`src/rtl/ws_feeder4x4.sv`:
```
// Weight-stationary feeder for a depth x depth systolic array: loads one weight
// column per beat, then streams input vectors with a per-lane diagonal skew.
module ws_feeder4x4 #(
    parameter int bit_width    = 8,
    parameter int depth        = 4,
    parameter int drain_cycles = 7
) (
    input  logic                           clk,
    input  logic                           rst_n,
    input  logic                           start,
    input  logic [7:0]                     vec_count,
    input  logic [bit_width*depth-1:0]     wt_in,
    input  logic                           wt_valid,
    output logic                           wt_ready,
    input  logic [bit_width*depth-1:0]     data_in,
    input  logic                           data_valid,
    output logic                           data_ready,
    output logic                           control,
    output logic [bit_width*depth-1:0]     wt_arr,
    output logic [bit_width*depth-1:0]     data_arr,
    output logic                           busy,
    output logic                           done
);

    typedef enum logic [2:0] {IDLE, LOAD_WT, STREAM, DRAIN, DONE} state_t;

    localparam int beat_w  = $clog2(depth + 1);
    localparam int drain_w = $clog2(drain_cycles + 1);

    state_t               state, state_nx;
    logic [7:0]           vec_total;
    logic [7:0]           vec_cnt;
    logic [beat_w-1:0]    beat_cnt;
    logic [drain_w-1:0]   drain_cnt;
    logic                 wt_acc, data_acc, last_beat, last_vec, drain_end;

    assign wt_ready   = (state == LOAD_WT);
    assign data_ready = (state == STREAM);
    assign busy       = (state != IDLE);
    assign done       = (state == DONE);

    assign wt_acc    = wt_valid && wt_ready;
    assign data_acc  = data_valid && data_ready;
    assign last_beat = wt_acc && (beat_cnt == beat_w'(depth - 1));
    assign last_vec  = data_acc && (vec_cnt == vec_total - 8'd1);
    assign drain_end = (state == DRAIN) && (drain_cnt == drain_w'(drain_cycles - 1));

    // NOTE: sequential state uses non-blocking assignments so every register
    // samples the pre-edge values, independent of statement order.
    always_ff @(posedge clk) begin
        if (!rst_n) state <= IDLE;
        else        state <= state_nx;
    end

    // NOTE: state_nx gets its default before the case so no path leaves it
    // unassigned, which would otherwise infer a latch.
    always_comb begin
        state_nx = state;
        case (state)
            IDLE:    if (start) state_nx = LOAD_WT;
            LOAD_WT: if (last_beat) state_nx = (vec_total == 8'd0) ? DRAIN : STREAM;
            STREAM:  if (last_vec) state_nx = DRAIN;
            DRAIN:   if (drain_end) state_nx = DONE;
            DONE:    state_nx = IDLE;
            default: state_nx = IDLE;
        endcase
    end

    always_ff @(posedge clk) begin
        if (!rst_n) begin
            vec_total <= '0;
            vec_cnt   <= '0;
            beat_cnt  <= '0;
            drain_cnt <= '0;
        end else begin
            if (state == IDLE && start) begin
                vec_total <= vec_count;
                vec_cnt   <= '0;
                beat_cnt  <= '0;
            end
            if (wt_acc)   beat_cnt <= beat_cnt + beat_w'(1);
            if (data_acc) vec_cnt  <= vec_cnt + 8'd1;
            drain_cnt <= (state == DRAIN) ? drain_cnt + drain_w'(1) : '0;
        end
    end

    // Weight path: one-cycle echo of each accepted beat, zero otherwise.
    always_ff @(posedge clk) begin
        if (!rst_n) begin
            control <= 1'b0;
            wt_arr  <= '0;
        end else begin
            control <= wt_acc;
            wt_arr  <= wt_acc ? wt_in : '0;
        end
    end

    // Lane k is delayed by k+1 registers; idle cycles feed zero bubbles.
    for (genvar k = 0; k < depth; k++) begin : g_lane
        logic [bit_width-1:0] chain [k+1];

        // NOTE: the skew registers are reset so an aborted job leaves no
        // stale lane data to leak onto data_arr.
        always_ff @(posedge clk) begin
            if (!rst_n) begin
                for (int s = 0; s <= k; s++) chain[s] <= '0;
            end else begin
                chain[0] <= data_acc ? data_in[k*bit_width +: bit_width] : '0;
                for (int s = 1; s <= k; s++) chain[s] <= chain[s-1];
            end
        end

        assign data_arr[k*bit_width +: bit_width] = chain[k];
    end

endmodule

```
`config.mk`:
```
export PLATFORM = sky130hd
export DESIGN_NAME = ws_feeder4x4
export DESIGN_NICKNAME = d
export VERILOG_FILES = /design/src/rtl/ws_feeder4x4.sv
export SDC_FILE = /design/constraint.sdc
export NUM_CORES = 1
export LEC_CHECK = 0
export BUFFER_PORTS_ARGS = -buffer_cell sky130_fd_sc_hd__buf_4
export CAP_MARGIN = 20
export CORE_MARGIN = 10
export CORE_UTILIZATION = 50
export DETAILED_ROUTE_END_ITERATION = 10
export HOLD_SLACK_MARGIN = 0.02
export PLACE_DENSITY = 0.86
export SLEW_MARGIN = 10
export SYNTH_ARGS = -nofsm -noshare
export SYNTH_HDL_FRONTEND = slang
export SYNTH_SLANG_ARGS = --single-unit
```
`constraint.sdc`:
```
create_clock -name clk -period 1.9 [get_ports clk]
set_clock_uncertainty 0.15 [all_clocks]
set_input_delay 0.095 -clock clk [delete_from_list [all_inputs] [get_ports clk]]
set_output_delay 0.095 -clock clk [all_outputs]
set_load 0.01 [all_outputs]
```
==> results of run 1 <==
## final timing paths
kind | to | slack, ps | cells after the start
max | data_ready | 60 | 3
min | wt_arr[6] | 210 | 3
max reg2reg | state[0] | 120 | 7
min reg2reg | g_lane[2].chain[0][21] | 280 | 1
## kinds of logic after synthesis
family / count (synthesis) / synth area share (%)
AND/OR/NAND/NOR: 194 / 25.5
flip-flops: 138 / 60.1
multiplexers: 4 / 0.871
buffers and inverters: 45 / 5.50
adder cells (fa/ha/maj): 6 / 1.63
XOR/XNOR: 9 / 1.72
AO/OA/AOI/OAI: 32 / 4.68
## what timing repair did
action	in CTS	in global routing
buffers inserted	0	0
endpoints found under the setup margin	1	10
gates resized for setup	1	6
hold buffers	77	0
endpoints found under the hold margin	103	0
pin swaps	0	2
## tightest hold or removal path, stage by stage
cell and delay [ps]:
sky130_fd_sc_hd__dlygate4sd3_1 530, sky130_fd_sc_hd__buf_4 100, sky130_fd_sc_hd__and2_1 110
## power groups by stage
stage	sequential, mW	clock, mW	combinational, mW
2_1_floorplan	3.01	0	0.151
3_3_place_gp	3.01	0	0.326
3_5_place_dp	3.02	0	0.337
4_1_cts	2.95	3.37	0.474
5_1_grt	2.96	3.52	0.531
6_report	2.96	3.35	0.494
## cell usage in the layout, fill, tap and decap left out, drive strengths merged, types with 5 or more instances in the layout
| cell type | synthesis | routed |
|---|---|---|
| buf | 23 | 151 |
| dfxtp | 138 | 138 |
| and2 | 85 | 85 |
| dlygate4sd3 | 0 | 76 |
| and3 | 33 | 33 |
| nand2 | 27 | 27 |
| clkbuf | 16 | 17 |
| inv | 6 | 13 |
| nor2 | 12 | 12 |
| a21boi | 8 | 8 |
| nand3 | 8 | 8 |
| a21oi | 8 | 8 |
| nor2b | 8 | 8 |
| xnor2 | 6 | 6 |
| ha | 6 | 6 |
| nor3 | 5 | 5 |
## stage by stage
step	hold WS (ps)	cell area (um^2)	utilization (%)	std cells	total power [mW]
2_1_floorplan	66.7	4600	-	428	3.17
3_3_place_gp	147	5670	64.1	648	3.34
3_5_place_dp	150	5670	64.1	648	3.35
4_1_cts	175	7050	79.7	756	6.80
5_1_grt	205	7050	79.7	755	7.01
6_report	209	7050	79.7	755	6.80
## per-layer routing
layer / vias up / wire length [um] / share of wire [%] / track usage (%)
met4: 0 / 366 / 2.5 / 7.34
met1: 1761 / 5390 / 37 / 22.1
met2: 162 / 7400 / 51 / 37.7
met3: 32 / 1230 / 8.5 / 7.96
met5: - / 0 / 0 / 0
li1: 1800 / - / - / -
## final cells by class
type	instances	area share [%]
well taps	108	1.92
repair buffers	227	27.2
inverters	6	0.319
flip-flops and latches	138	39.2
multi-input cells	245	22.8
clock buffers	17	5.87
clock inverters	14	2.66
## state kept, by name, indices dropped and copies added (netlist names)
name,count
state,3
g_lane.chain,80
control,1
vec_total,8
beat_cnt,3
wt_arr,32
vec_cnt,8
drain_cnt,3
==> impl_metrics.sql, run 1 <==
INSERT INTO impl_metrics (metric_group, metric, value, unit) VALUES
('job', 'max-cap-violations', '0', ''),
('global_routing', 'number_of_antenna_violations_at_the_first_check_in_global_routing', '0', ''),
('worst_setup_path', 'cpMaxStageDelayCell', 'sky130_fd_sc_hd__dfxtp_2', ''),
('worst_setup_path', 'crit_path_cell_trace', 'nor2b_2 > nor2b_1 > buf_4', ''),
('clock_network', 'cts.sink_count', '138', ''),
('logic_synthesis', 'synth_fp_nets', '511', ''),
('logic_synthesis', 'synth_most_common_cell', 'sky130_fd_sc_hd__dfxtp_1', ''),
('timing', 'timing.setup.tns', '0', 'ps'),
('worst_setup_path', 'worstSetupStartpoint', 'state[1]', ''),
('timing', 'worst_slew_pin_slew', '370', 'ps'),
('clock_network', 'worstSkewPairLatency', '500', 'ps'),
('logic_synthesis', 'yosysWarnings', '0', ''),
('worst_setup_path', 'timing.critical_path.buf_inv', '1', ''),
('min_path', 'worst_hold_startpoint', 'wt_in[6]', ''),
('placement', 'place_ws', '78.5', 'ps'),
('logic_synthesis', 'synth_area_leaders', 'sky130_fd_sc_hd__dfxtp_1 60%, sky130_fd_sc_hd__and2_1 12%, sky130_fd_sc_hd__and3_1 4.5%', ''),
('die', 'die_area', '13400', 'um^2'),
('detailed_routing', 'num_vias', '3755', ''),
('logic_synthesis', 'synth-seq-cells', '138', ''),
('logic_synthesis', 'number_of_instances_in_the_synthesized_netlist', '428', ''),
('global_routing', 'grt_start_max_net_pins', '43', ''),
('global_routing', 'grt_remaining_overflow', '0', ''),
('min_path', 'min-delay-path-class', 'in2reg', ''),
('timing', 'final_worst_setup_slack', '62.1', 'ps'),
('logic_synthesis', 'synth_top_cells_by_count', '138 x sky130_fd_sc_hd__dfxtp_1, 85 x sky130_fd_sc_hd__and2_1, 33 x sky130_fd_sc_hd__and3_1', ''),
('logic_synthesis', 'dominantRegCellSynth', 'sky130_fd_sc_hd__dfxtp_1', ''),
('power', 'combPwrFrac', '7.3', '%'),
('layout', 'layout.nets', '718', ''),
('global_routing', 'grt_use_total', '21.0', '%'),
('die', 'fp.coreArea', '8850', 'um^2'),
('worst_setup_path', 'critPathMaxStageDelay', '500', 'ps'),
('layout', 'number_of_inserted_diodes', '0', ''),
('worst_setup_path', 'crit_path_start_kind', 'flop', ''),
('logic_synthesis', 'synth_cell_type_count', '43', ''),
('detailed_routing', 'drt_wl_total', '14.4', 'mm'),
('logic_synthesis', 'yosysSeqAreaShare', '60.1', '%'),
('global_routing', 'grt_first_pass_wirelength', '21.9', 'mm'),
('timing', 'final_setup_violations', '0', ''),
('detailed_routing', 'detail_route.iter0.violations', '202', ''),
('worst_setup_path', 'critPathKind', 'reg2out', ''),
('die', 'start_util', '51.9', '%'),
('clock_network', 'cts_tree', 'built', ''),
('die', 'num_io_pins', '146', ''),
('clock_network', 'ctsLongestPathBuffers', '2', ''),
('power', 'swShare', '22.7', '%'),
('status', 'outcome', 'finished clean', ''),
('worst_setup_path', 'regToRegStartpoint', 'vec_total[0]', ''),
('layout', 'fillers', '495', ''),
('worst_setup_path', 'critical_path.endpoint_type', 'output port', ''),
('layout', 'final_layout_size_suffix_gt1_share', '30.3', '%'),
('power', 'power.internal', '5.26', 'mW'),
('clock_network', 'clk_transition_reported_paths', '60', 'ps'),
('layout', 'area_growth', '53.4', '%'),
('detailed_routing', 'post_drt_via_cell_ratio', '4.97', ''),
('global_routing', 'first_global_vias', '4037', ''),
('die', 'placement_rows', '34', ''),
('clock_network', 'cts_buffers', '17', ''),
('die', 'die_y', '116', 'um'),
('logic_synthesis', 'mappedNetlistArea', '4600', 'um^2'),
('worst_setup_path', 'worst_path_dominant_cell_family', 'flip-flops', ''),
('detailed_routing', 'detail_route.first_pass.iterations', '5', ''),
('logic_synthesis', 'postSynthAreaPerCell', '10.7', 'um^2'),
('timing', 'min_period', '1840', 'ps'),
('power', 'power.share.clock', '49.3', '%'),
('layout', 'multi_input_combinational_cell_area', '1610', 'um^2'),
('clock_network', 'ctsRootBufferMaster', 'sky130_fd_sc_hd__clkbuf_8', ''),
('layout', 'final-seq-area', '2770', 'um^2'),
('timing', 'fmaxAchievable', '544', 'MHz'),
('power', 'p_switching', '1.54', 'mW'),
('power', 'seqPwrFrac', '43.5', '%'),
('logic_synthesis', 'yosys.area.top_type_share', '60.1', '%');
(Power assumes the default switching activity.)
==> run 2: changes to the inputs <==
Settings changed: RECOVER_POWER from default to 25.
==> run 2 against run 1 <==
Net effect: critical path type unchanged; global-route usage did not move; wire length rose by 0.38%; non-clock buffer count did not move; combinational power fell by 1%; largest power group unchanged; critical endpoint unchanged; core utilization fell by 1.1 points; sequential power barely moved.
==> impl_metrics.sql, run 2 (synthesized netlist as in run 1, its figures left out) <==
INSERT INTO impl_metrics (metric_group, metric, value, unit) VALUES
('status', 'outcome', 'finished clean', ''),
('layout', 'fillers', '534', ''),
('power', 'peak_supply_drop', '695', 'uV'),
('worst_setup_path', 'critPathKind', 'reg2out', ''),
('die', 'num_io_pins', '146', ''),
('die', 'chipWidth', '116', 'um'),
('clock_network', 'ctsLongestPathBuffers', '2', ''),
('layout', 'utilization', '78.6', '%'),
('global_routing', 'grt_remaining_overflow', '0', ''),
('timing', 'finalCritPeriodShare', '96.0', '%'),
('timing', 'min_period', '1820', 'ps'),
('timing', 'final_setup_violations', '0', ''),
('detailed_routing', 'detail_route.wl_per_cell', '19.1', 'um'),
('placement', 'port_buffers', '145', ''),
('die', 'die_area', '13400', 'um^2'),
('layout', 'mostFrequentLayoutCells', '134 x sky130_fd_sc_hd__dfxtp_1, 122 x sky130_fd_sc_hd__buf_4, 76 x sky130_fd_sc_hd__dlygate4sd3_1', ''),
('placement', 'place_ws', '78.5', 'ps'),
('layout', 'final_common_cell', 'sky130_fd_sc_hd__dfxtp_1', ''),
('worst_setup_path', 'cpMaxStageDelayCell', 'sky130_fd_sc_hd__dfxtp_2', ''),
('timing', 'final_worst_setup_slack', '75.9', 'ps'),
('die', 'fp.coreArea', '8850', 'um^2'),
('detailed_routing', 'detail_route.iter0.violations', '222', ''),
('detailed_routing', 'post_drt_via_cell_ratio', '4.98', ''),
('clock_network', 'cts_setup_buffers', '0', ''),
('layout', 'layout.nets', '718', ''),
('clock_network', 'cts.sink_count', '138', ''),
('clock_network', 'cts_tree', 'built', ''),
('global_routing', 'first_global_vias', '4037', ''),
('timing', 'report.final.hold_viol_count', '0', ''),
('clock_network', 'worstSkewPairLatency', '500', 'ps'),
('layout', 'regMostFlops', 'g_lane.chain', ''),
('layout', 'number_of_inserted_diodes', '0', ''),
('placement', 'post-dp-hpwl', '7.68', 'mm'),
('die', 'start_util', '51.9', '%'),
('timing', 'worst_slew_pin_slew', '452', 'ps'),
('detailed_routing', 'detail_route.first_pass.iterations', '4', ''),
('global_routing', 'grt_start_max_net_pins', '43', ''),
('detailed_routing', 'postRouteAntennaNets', '0', ''),
('clock_network', 'cts_htree_levels', '4', ''),
('worst_setup_path', 'timing.critical_path.buf_inv', '1', ''),
('worst_setup_path', 'arrival_time_at_the_worst_endpoint', '1580', 'ps'),
('timing', 'worst_hold_slack', '206', 'ps'),
('worst_setup_path', 'critPathMaxStageDelay', '500', 'ps'),
('global_routing', 'number_of_antenna_violations_at_the_first_check_in_global_routing', '0', ''),
('clock_network', 'ctsRootBufferMaster', 'sky130_fd_sc_hd__clkbuf_8', ''),
('clock_network', 'cts_buffers', '17', ''),
('layout', 'largest_register_ff_count', '80', ''),
('detailed_routing', 'num_vias', '3760', ''),
('die', 'die_y', '116', 'um'),
('min_path', 'min-delay-path-class', 'in2reg', ''),
('global_routing', 'grt_first_pass_wirelength', '21.9', 'mm'),
('worst_setup_path', 'crit_path_cell_trace', 'nor2b_2 > nor2b_1 > buf_4', ''),
('layout', 'area_growth', '51.3', '%'),
('worst_setup_path', 'crit_required', '1650', 'ps'),
('power', 'p_per_area', '978', 'nW/um^2'),
('die', 'placement_rows', '34', ''),
('timing', 'timing.max_slew.rel_slack', '69.8', '%'),
('detailed_routing', 'drt_wl_total', '14.4', 'mm'),
('timing', 'fmaxAchievable', '548', 'MHz'),
('clock_network', 'clk_transition_reported_paths', '70', 'ps'),
('worst_setup_path', 'critical_path_peak_fanout', '11', ''),
('timing', 'timing.final.max_slew_violations', '0', ''),
('job', 'max-cap-violations', '0', ''),
('worst_setup_path', 'worst_path_dominant_cell_family', 'flip-flops', ''),
('detailed_routing', 'drt_drc_violations_left', '0', ''),
('global_routing', 'grt_use_total', '21.0', '%'),
('power', 'power.leakage', '3.15', 'nW'),
('power', 'total_power', '6.80', 'mW'),
('worst_setup_path', 'crit_path_start_kind', 'flop', ''),
('worst_setup_path', 'critical_path.endpoint_type', 'output port', ''),
('placement', 'globalplace.congestion', '0.836', ''),
('layout', 'final_layout_size_suffix_gt1_share', '26.3', '%'),
('layout', 'top_regs', 'g_lane.chain: 80 flops, wt_arr: 32 flops', '');
-- run 2: cell count changes in the layout (fill, tap and decap cells not counted) --
cell | before | now
sky130_fd_sc_hd__clkbuf_1 | 0 | 26
sky130_fd_sc_hd__and2_0 | 0 | 15
sky130_fd_sc_hd__and2_1 | 85 | 70
sky130_fd_sc_hd__buf_4 | 149 | 122
sky130_fd_sc_hd__clkbuf_2 | 0 | 1
-- run 2: repair_timing --
| item | CTS | global route |
|---|---|---|
| resized for setup | 1 | 6 |
| endpoints found under the setup margin | 1 | 10 |
| hold buffers | 77 | 0 |
| pin swaps | 0 | 2 |
| hold endpoints to repair | 103 | 0 |
-- run 2: worst reg2reg max path: stages (launching register included) --
cell,delay (ps)
sky130_fd_sc_hd__dfxtp_1,340
sky130_fd_sc_hd__inv_1,60
sky130_fd_sc_hd__ha_1,160
sky130_fd_sc_hd__nor2b_2,220
sky130_fd_sc_hd__nand2_1,80
sky130_fd_sc_hd__a311oi_1,310
sky130_fd_sc_hd__o2111ai_1,190
sky130_fd_sc_hd__a21oi_1,180
-- run 2: routing by layer --
metal  GRT usage, %  vias up  routed length [um]
met5              0        -                   0
met4           7.34        0                 359
met3           7.96       30                1250
met2           37.7      167                7380
met1           22.1     1765                5440
li1               -     1798                   -
-- run 2: layout make-up --
cell class	instances	area (um^2)	area share [%]
Multi-Input combinational cell	245	1610	23.1
Clock inverter	14	188	2.70
Inverter	6	22.5	0.324
Tap cell	108	135	1.94
Timing Repair Buffer	227	1820	26.2
Clock buffer	17	414	5.96
Sequential cell	138	2770	39.8
-- run 2: final timing paths --
path | slack, ps | start | end | cells past startpoint
max | 80 | state[1] | data_ready | 3
min reg2reg | 280 | g_lane[2].chain[0][13] | g_lane[2].chain[0][21] | 1
max reg2reg | 120 | vec_total[0] | state[0] | 7
min | 210 | wt_in[6] | wt_arr[6] | 3
-- run 2: power by group --
part	leakage, nW	switching [mW]	internal, mW
Combinational	1.75	0.192	0.297
Clock	0.286	1.32	2.03
Sequential	1.12	0.0320	2.92
-- run 2: per-stage QoR --
step	setup TNS [ps]	area, um^2	std cells
floorplan	0	4600	428
global placement	0	5670	648
detailed placement	0	5670	648
CTS	0	7050	756
global route	-7.23	6950	755
finish	0	6950	755
